`src/rtl/shift_pkg.sv`:
```
// Shared definitions for the iterative shift unit: operation encodings,
// FSM state encodings and default operand/shift-amount widths.
package shift_pkg;

    localparam int unsigned WIDTH_DEF = 32;
    localparam int unsigned SHW_DEF   = 5;

    typedef enum logic [1:0] {
        OP_SLL = 2'b00,
        OP_SRL = 2'b01,
        OP_SRA = 2'b10,
        OP_ILL = 2'b11
    } op_t;

    typedef enum logic [1:0] {
        ST_IDLE   = 2'b00,
        ST_SHIFT  = 2'b01,
        ST_FINISH = 2'b10
    } state_t;

endpackage

```
`src/rtl/shift_left.sv`:
```
// One-bit left shift mux stage.
// Ports:
//   d - operand
//   S - shift enable (1: shift left by one with zero fill, 0: pass through)
//   y - stage output
module shift_left #(
    parameter int unsigned WIDTH = 32
) (
    input  logic [WIDTH-1:0] d,
    input  logic             S,
    output logic [WIDTH-1:0] y
);

    assign y[0] = d[0] & ~S;

    for (genvar i = 1; i < WIDTH; i++) begin : g_bit
        assign y[i] = (S & d[i-1]) | (~S & d[i]);
    end

endmodule

```
`src/rtl/shift_right_1.sv`:
```
// One-bit right shift mux stage with a selectable fill bit.
// Ports:
//   d    - operand
//   fill - bit shifted into the MSB (0 for logical, sign bit for arithmetic)
//   S    - shift enable (1: shift right by one, 0: pass through)
//   y    - stage output
module shift_right_1 #(
    parameter int unsigned WIDTH = 32
) (
    input  logic [WIDTH-1:0] d,
    input  logic             fill,
    input  logic             S,
    output logic [WIDTH-1:0] y
);

    assign y[WIDTH-1] = (S & fill) | (~S & d[WIDTH-1]);

    for (genvar i = 0; i < WIDTH - 1; i++) begin : g_bit
        assign y[i] = (S & d[i+1]) | (~S & d[i]);
    end

endmodule

```
`src/rtl/iterative_shifter.sv`:
```
// Multi-cycle shift unit for sll/srl/sra: applies one 1-bit shift per clock
// until the latched shift amount is exhausted.
// Ports:
//   clk     - system clock, rising edge
//   rst_n   - asynchronous active-low reset
//   start   - request, sampled only in IDLE
//   op      - 00 sll, 01 srl, 10 sra, 11 illegal
//   data_in - operand
//   shamt   - shift amount
//   busy    - high while in SHIFT
//   done    - one-cycle pulse, result valid while high
//   result  - shifted value, held until the next completion
//   err     - pulses with done for an illegal op
module iterative_shifter
    import shift_pkg::*;
#(
    parameter int unsigned WIDTH = WIDTH_DEF,
    parameter int unsigned SHW   = SHW_DEF
) (
    input  logic             clk,
    input  logic             rst_n,
    input  logic             start,
    input  logic [1:0]       op,
    input  logic [WIDTH-1:0] data_in,
    input  logic [SHW-1:0]   shamt,
    output logic             busy,
    output logic             done,
    output logic [WIDTH-1:0] result,
    output logic             err
);

    state_t           state, state_next;
    logic [WIDTH-1:0] work, work_next;
    logic [SHW-1:0]   count, count_next;
    op_t              op_q, op_next;
    logic [WIDTH-1:0] left_y, right_y;
    logic             fill;

    assign fill = (op_q == OP_SRA) ? work[WIDTH-1] : 1'b0;

    shift_left #(.WIDTH(WIDTH)) u_left (
        .d (work),
        .S (1'b1),
        .y (left_y)
    );

    shift_right_1 #(.WIDTH(WIDTH)) u_right (
        .d    (work),
        .fill (fill),
        .S    (1'b1),
        .y    (right_y)
    );

    always_comb begin
        state_next = state;
        work_next  = work;
        count_next = count;
        op_next    = op_q;
        case (state)
            ST_IDLE: begin
                if (start) begin
                    work_next  = data_in;
                    count_next = shamt;
                    op_next    = op_t'(op);
                    if (op_t'(op) == OP_ILL || shamt == '0) begin
                        state_next = ST_FINISH;
                    end else begin
                        state_next = ST_SHIFT;
                    end
                end
            end
            ST_SHIFT: begin
                work_next  = (op_q == OP_SLL) ? left_y : right_y;
                count_next = count - SHW'(1);
                if (count == SHW'(1)) begin
                    state_next = ST_FINISH;
                end
            end
            ST_FINISH: state_next = ST_IDLE;
            default:   state_next = ST_IDLE;
        endcase
    end

    // result is captured on entry to FINISH so it is already valid while done is high
    always_ff @(posedge clk or negedge rst_n) begin
        if (!rst_n) begin
            state  <= ST_IDLE;
            work   <= '0;
            count  <= '0;
            op_q   <= OP_SLL;
            result <= '0;
        end else begin
            state <= state_next;
            work  <= work_next;
            count <= count_next;
            op_q  <= op_next;
            if (state_next == ST_FINISH) begin
                result <= work_next;
            end
        end
    end

    assign busy = (state == ST_SHIFT);
    assign done = (state == ST_FINISH);
    assign err  = (state == ST_FINISH) && (op_q == OP_ILL);

endmodule

```
`config.mk`:
```
export PLATFORM = sky130hd
export DESIGN_NAME = iterative_shifter
export DESIGN_NICKNAME = d
export VERILOG_FILES = /design/src/rtl/shift_pkg.sv /design/src/rtl/shift_left.sv /design/src/rtl/shift_right_1.sv /design/src/rtl/iterative_shifter.sv
export SDC_FILE = /design/constraint.sdc
export NUM_CORES = 1
export LEC_CHECK = 0
export ABC_CLOCK_PERIOD_IN_PS = 4800
export CAP_MARGIN = 25
export CELL_PAD_IN_SITES_DETAIL_PLACEMENT = 1
export CELL_PAD_IN_SITES_GLOBAL_PLACEMENT = 1
export CORE_ASPECT_RATIO = 1.4
export CORE_MARGIN = 3
export CORE_UTILIZATION = 44
export DETAILED_ROUTE_END_ITERATION = 10
export MAX_ROUTING_LAYER = met4
export PLACE_DENSITY_LB_ADDON = 0.1
export SETUP_SLACK_MARGIN = 0.4
export SLEW_MARGIN = 30
export SYNTH_ARGS = -nofsm -noshare
export SYNTH_HDL_FRONTEND = slang
export SYNTH_SLANG_ARGS = --single-unit
```
`constraint.sdc`:
```
create_clock -name clk -period 4.8 [get_ports clk]
set_clock_uncertainty 0.1 [all_clocks]
set_input_delay 0.72 -clock clk [delete_from_list [all_inputs] [get_ports clk]]
set_output_delay 0.72 -clock clk [all_outputs]
set_load 0.01 [all_outputs]
```
* Word level (Yosys, flattened, before mapping)
Index checks and enable logic that the tools add are counted.
** Cells by class
- Add/sub/neg operators :: 1
- Equality and inequality tests :: 8
- Multiplexer cells :: 10
- Reductions and logical operators :: 8
** Operator list (count)
- 2-to-1 mux 32 bit :: 2
- one-hot mux 32 bit (2 select lines) :: 1
- == test 2 bit (second input constant) :: 5
- one-hot mux 5 bit (2 select lines) :: 1
- 2-to-1 mux 2 bit :: 3
- == test 5 x 1 -> 1 bit (second input constant) :: 1
- logical NOT 5 bit :: 1
- 2-to-1 mux 5 bit :: 1
- subtractor 5 x 1 -> 5 bit (second input constant) :: 1
- logical NOT 2 bit :: 2
- one-hot mux 2 bit (2 select lines) :: 1
- AND reduction 2 bit :: 2
- == test 2 x 1 -> 1 bit (second input constant) :: 1
- inequality test 2 bit (second input constant) :: 1
- nonzero test 2 bit :: 1
- logical AND 1 bit :: 1
- logical OR 1 bit :: 1
- 2-to-1 mux 1 bit :: 1
** Storage, ports and cells
- Flip-flop bits (word level) :: 73
- Bits of input ports :: 42

* Depth between registers and ports, before layout
- Word-level depth :: 6
- Depth in mapped cells :: 7
- Depth with buffers taken out :: 6

* Hierarchy
Synthesis repeated with hierarchy kept, for this count alone.
** Unflattened totals
- Cell total of the unflattened synthesis :: 392
- Area total of the unflattened synthesis :: 4793.3 µm²
** Modules (own cells, without submodules)
- iterative_shifter :: instances 1, cells an instance 320, area an instance 3713.6 µm²
- shift_right_1 :: instances 1, cells an instance 36, area an instance 544.3 µm²
- shift_left :: instances 1, cells an instance 36, area an instance 535.5 µm²

* Worst setup path after synthesis
OpenSTA, ideal clock, no wires.
- Path kind :: input to register
- Start :: in shamt[1]
- End :: reg result[0]
- Setup time :: 0.125 ns
- Arrival :: 1.946 ns
- Data required time :: 4.575 ns
- Setup slack :: 2.629 ns
- Stages :: 5
- Cell sequence :: or4_1 > nor2_1 > a21oi_2 > buf_6 > mux2_4
** Between the ends
- Longest elaborated chain between the ends :: 6
** RTL lines
- start, declared :: line iterative_shifter.sv:25 : input logic [SHW-1:0] shamt,
- logical NOT 5 bit :: line iterative_shifter.sv:65 : if (op_t'(op) == OP_ILL || shamt == '0) begin
- logical OR 1 bit :: line iterative_shifter.sv:65
- 2-to-1 mux 2 bit :: line iterative_shifter.sv:65
- 2-to-1 mux 2 bit :: line iterative_shifter.sv:61 : if (start) begin
- one-hot mux 2 bit (2 select lines) :: line iterative_shifter.sv:59 : case (state)
- == test 2 bit :: line iterative_shifter.sv:97 : if (state_next == ST_FINISH) begin
- end signal, assigned :: line iterative_shifter.sv:98 : result <= work_next;
- end, declared :: line iterative_shifter.sv:28 : output logic [WIDTH-1:0] result,
Every way passes these cells.
A chain may end at the register's enable or synchronous reset.

* Worst setup path in the final report
- Start :: in start
- End :: reg result[10]
** Between the ends
- Longest elaborated chain between the ends :: 3
- Elaborated cells on any way between the ends :: 5
** RTL lines
- start, declared :: line iterative_shifter.sv:22 : input logic start,
- 2-to-1 mux 2 bit :: line iterative_shifter.sv:61
- one-hot mux 2 bit (2 select lines) :: line iterative_shifter.sv:59
- == test 2 bit :: line iterative_shifter.sv:97
Parallel ways exist; a longest one is shown, timed or not.

==> flow_summary_export.csv <==
group,metric,value,unit
place,place.gp.congestion,0.792,
floorplan,die_w,83.1,um
timing,fmax,297,MHz
synthesis,synthCells,278,
critical_path,crit_path_max_incr_delay,710,ps
layout,fin_nets,392,
flow_run,drv_cap,0,
synthesis,syn_avg_cell_area,13.2,um2
floorplan,ioPinCount,77,
timing,hold_viol,0,
timing,period_needed,3370,ps
global_route,first_global_vias,2870,
layout,syn2layout_area_growth,27.9,%
global_route,grt_usage,21.3,%
worst_hold_path,hold_path.class,"in -> async",
critical_path,endpoint_kind,"register",
global_route,grt_pass1_wl,15300,um
floorplan,chipHeight,114,um
power,finalPower,3.06,mW
power,power.density,653,mW/mm2
critical_path,startpoint,"start",
layout,fin_util,59.0,%
critical_path,rr_worst_depth,5,
clock_network,clkSinkCount,73,
timing,tightest_slew,946,ps
clock_network,numCtsBuffers,9,
clock_network,root_buffer,"clkbuf_8",
power,max-vdd-ir-drop,0.336,mV
synthesis,synthDistinctLibCells,37,
critical_path,crit_path_cell_trace,"clkdlybuf4s50_1, nand2b_1, nor2_1, a21oi_4, buf_12, mux2_4",
timing,setup_viol,0,
layout,n_antenna_cell,0,
detailed_routing,drc,0,
detailed_routing,via_per_inst,5.77,
clock_network,hold_buffers,0,
timing,finalSetupTns,0,ps
timing,slew_headroom,36.9,%
synthesis,syn-num-nets,322,
critical_path,r2r_slack,1690,ps
place,post-dp-hpwl,6260,um
clock_network,clockBufferDepth,2,
critical_path,cp_data_required_time,4940,ps
critical_path,worst_ep_arrival_time,3510,ps
synthesis,synth_area,0.00366,mm2
clock_network,cts_tree,"done",
place,portBuffers,76,
timing,holdWs,262,ps
critical_path,crit_path_start_kind,"primary input",
synthesis,ys_ff_latch,73,
clock_network,clk_latency,350,ps
detailed_routing,drtIter0Drc,94,
place,dpl_cell_area,0.00450,mm2
detailed_routing,wl_per_cell,20.6,um
critical_path,cp-endpoint,"result[10]",
floorplan,core_area,0.00794,mm2
global_route,grt_max_degree,74,
floorplan,initial_utilization,46.1,%
detailed_routing,vias,2615,
detailed_routing,routed_wl,9320,um
floorplan,dieArea,0.00947,mm2
clock_network,cts_resized,0,
synthesis,seq_area_frac_synth,49.9,%
power,p_leak,2.07,nW
global_route,antenna_found_initial,0,
synthesis,async_flop_share,100,%
floorplan,rows,38,
synthesis,synth_edf_count,0,
critical_path,critical_path.max_fanout,18,
clock_network,clk_pin_slew,80,ps
clock_network,htreeDepth,3,
critical_path,reg2reg_from,"state[0]",
layout,fin_area,0.00469,mm2
clock_network,post_cts_buffers,0,
layout,drive_gt1_share,19.3,%
timing,finalCritPeriodShare,70.2,%
timing,rsz0062_at_grt,"no",
global_route,grt_overflow,0,
detailed_routing,drtAntennaViolNets,0,
critical_path,crit_slowest_cell,"a21oi_4",
synthesis,synth_top_flop_cell,"dfrtp_1",
run_status,outcome,"complete, no violations",
critical_path,reg2reg_to,"result[10]",
detailed_routing,drtPass1Iterations,4,
timing,drv_slew,0,
critical_path,path_class,"in -> reg",
synthesis,ys_warn_count,0,
==> synth_stat cells, drive strengths merged, types with 2 or more instances <==
cell type   n  share of area (%)
mux2       64                 23
o22ai       2               0.34
nor2        9               0.92
clkbuf     10                1.0
o21ai       6               0.82
a21oi       8                1.2
nand2       4               0.41
nor2b       2               0.34
a221o      30                8.2
nor3b      30                6.1
ha          2               0.68
nand2b      3               0.51
nand3b      2               0.41
dfrtp      73                 50
buf        12                2.1
inv         5               0.51
==> worst max-delay path, delay by kind of cell <==
family / cells / cell delay, ps
compound gates: 1 / 710
simple gates: 2 / 900
mux: 1 / 320
buf+inv: 2 / 860
==> flip-flops by register name, indices dropped and copies added, names as in the netlist <==
| register | cells |
|---|---|
| count | 5 |
| op_q | 2 |
| result | 32 |
| state | 2 |
| work | 32 |
==> worst min-delay path by stage <==
stage                          start         end  slack, ps  cells past startpoint
after floorplan                rst_n    count[0]        320                      0
after global placement    result[12]  result[12]        400                      1
after detailed placement  result[14]  result[14]        400                      1
after CTS                 result[14]  result[14]        420                      1
after global routing           rst_n     work[7]        300                      1
final                          rst_n     work[7]        260                      1
==> per-layer routing <==
layer  wire (um)  global-route usage, %  up-vias
li1            -                      -     1200
met1        3890                   24.7     1325
met2        4890                   36.0       72
met3         335                   3.47       18
met4         206                   10.1        0
met5           0                      -        -
==> placed cells by master (no fill, tap or decap), types with 2 or more instances in the layout <==
| cell | netlist | routed |
|---|---|---|
| mux2_2 | 11 | 11 |
| mux2_4 | 29 | 29 |
| o21ai_0 | 6 | 6 |
| clkbuf_8 | 0 | 11 |
| o22ai_1 | 2 | 2 |
| inv_1 | 5 | 5 |
| a221o_1 | 30 | 30 |
| clkdlybuf4s50_1 | 0 | 75 |
| nand2b_1 | 3 | 3 |
| clkinvlp_4 | 0 | 2 |
| nor2_1 | 9 | 8 |
| mux2_1 | 24 | 24 |
| clkinv_2 | 0 | 3 |
| nor2b_1 | 2 | 2 |
| nand3b_1 | 2 | 2 |
| nor3b_1 | 30 | 30 |
| buf_4 | 0 | 4 |
| dfrtp_1 | 73 | 73 |
| nand2_1 | 4 | 4 |
| a21oi_1 | 7 | 7 |
| ha_1 | 2 | 2 |
==> layout make-up <==
type / count / area, um2
clock buffers: 11 / 151
clock inverters: 5 / 30.0
well taps: 100 / 125
multi-input cells: 178 / 1720
flip-flops and latches: 73 / 1830
inverters: 5 / 18.8
repair buffers: 81 / 812
fillers: 771 / 3250
==> stage by stage <==
step | setup WS, ps | std cells
6_report | 1430 | 453
5_1_grt | 1270 | 453
4_1_cts | 1450 | 453
3_5_place_dp | 1050 | 437
3_3_place_gp | 1160 | 437
2_1_floorplan | 2630 | 278
==> power by group <==
| part | switching (mW) | internal [mW] | leakage, nW |
|---|---|---|---|
| Sequential | 0.250 | 0.915 | 0.912 |
| Combinational | 0.605 | 0.842 | 1.07 |
| Clock | 0.238 | 0.213 | 0.0911 |
==> cells by family (layout without fill, tap and decap cells) <==
| kind of cell | after synthesis | count (layout) | share of synthesized area (%) |
|---|---|---|---|
| adder cells (fa/ha/maj) | 2 | 2 | 0.683 |
| AO/OA/AOI/OAI | 54 | 54 | 12.6 |
| buffers and inverters | 27 | 102 | 3.62 |
| flip-flops | 73 | 73 | 49.9 |
| AND/OR/NAND/NOR | 57 | 57 | 10.3 |
| multiplexers | 65 | 65 | 22.9 |
Note: power is estimated with default switching activity, not from simulation.
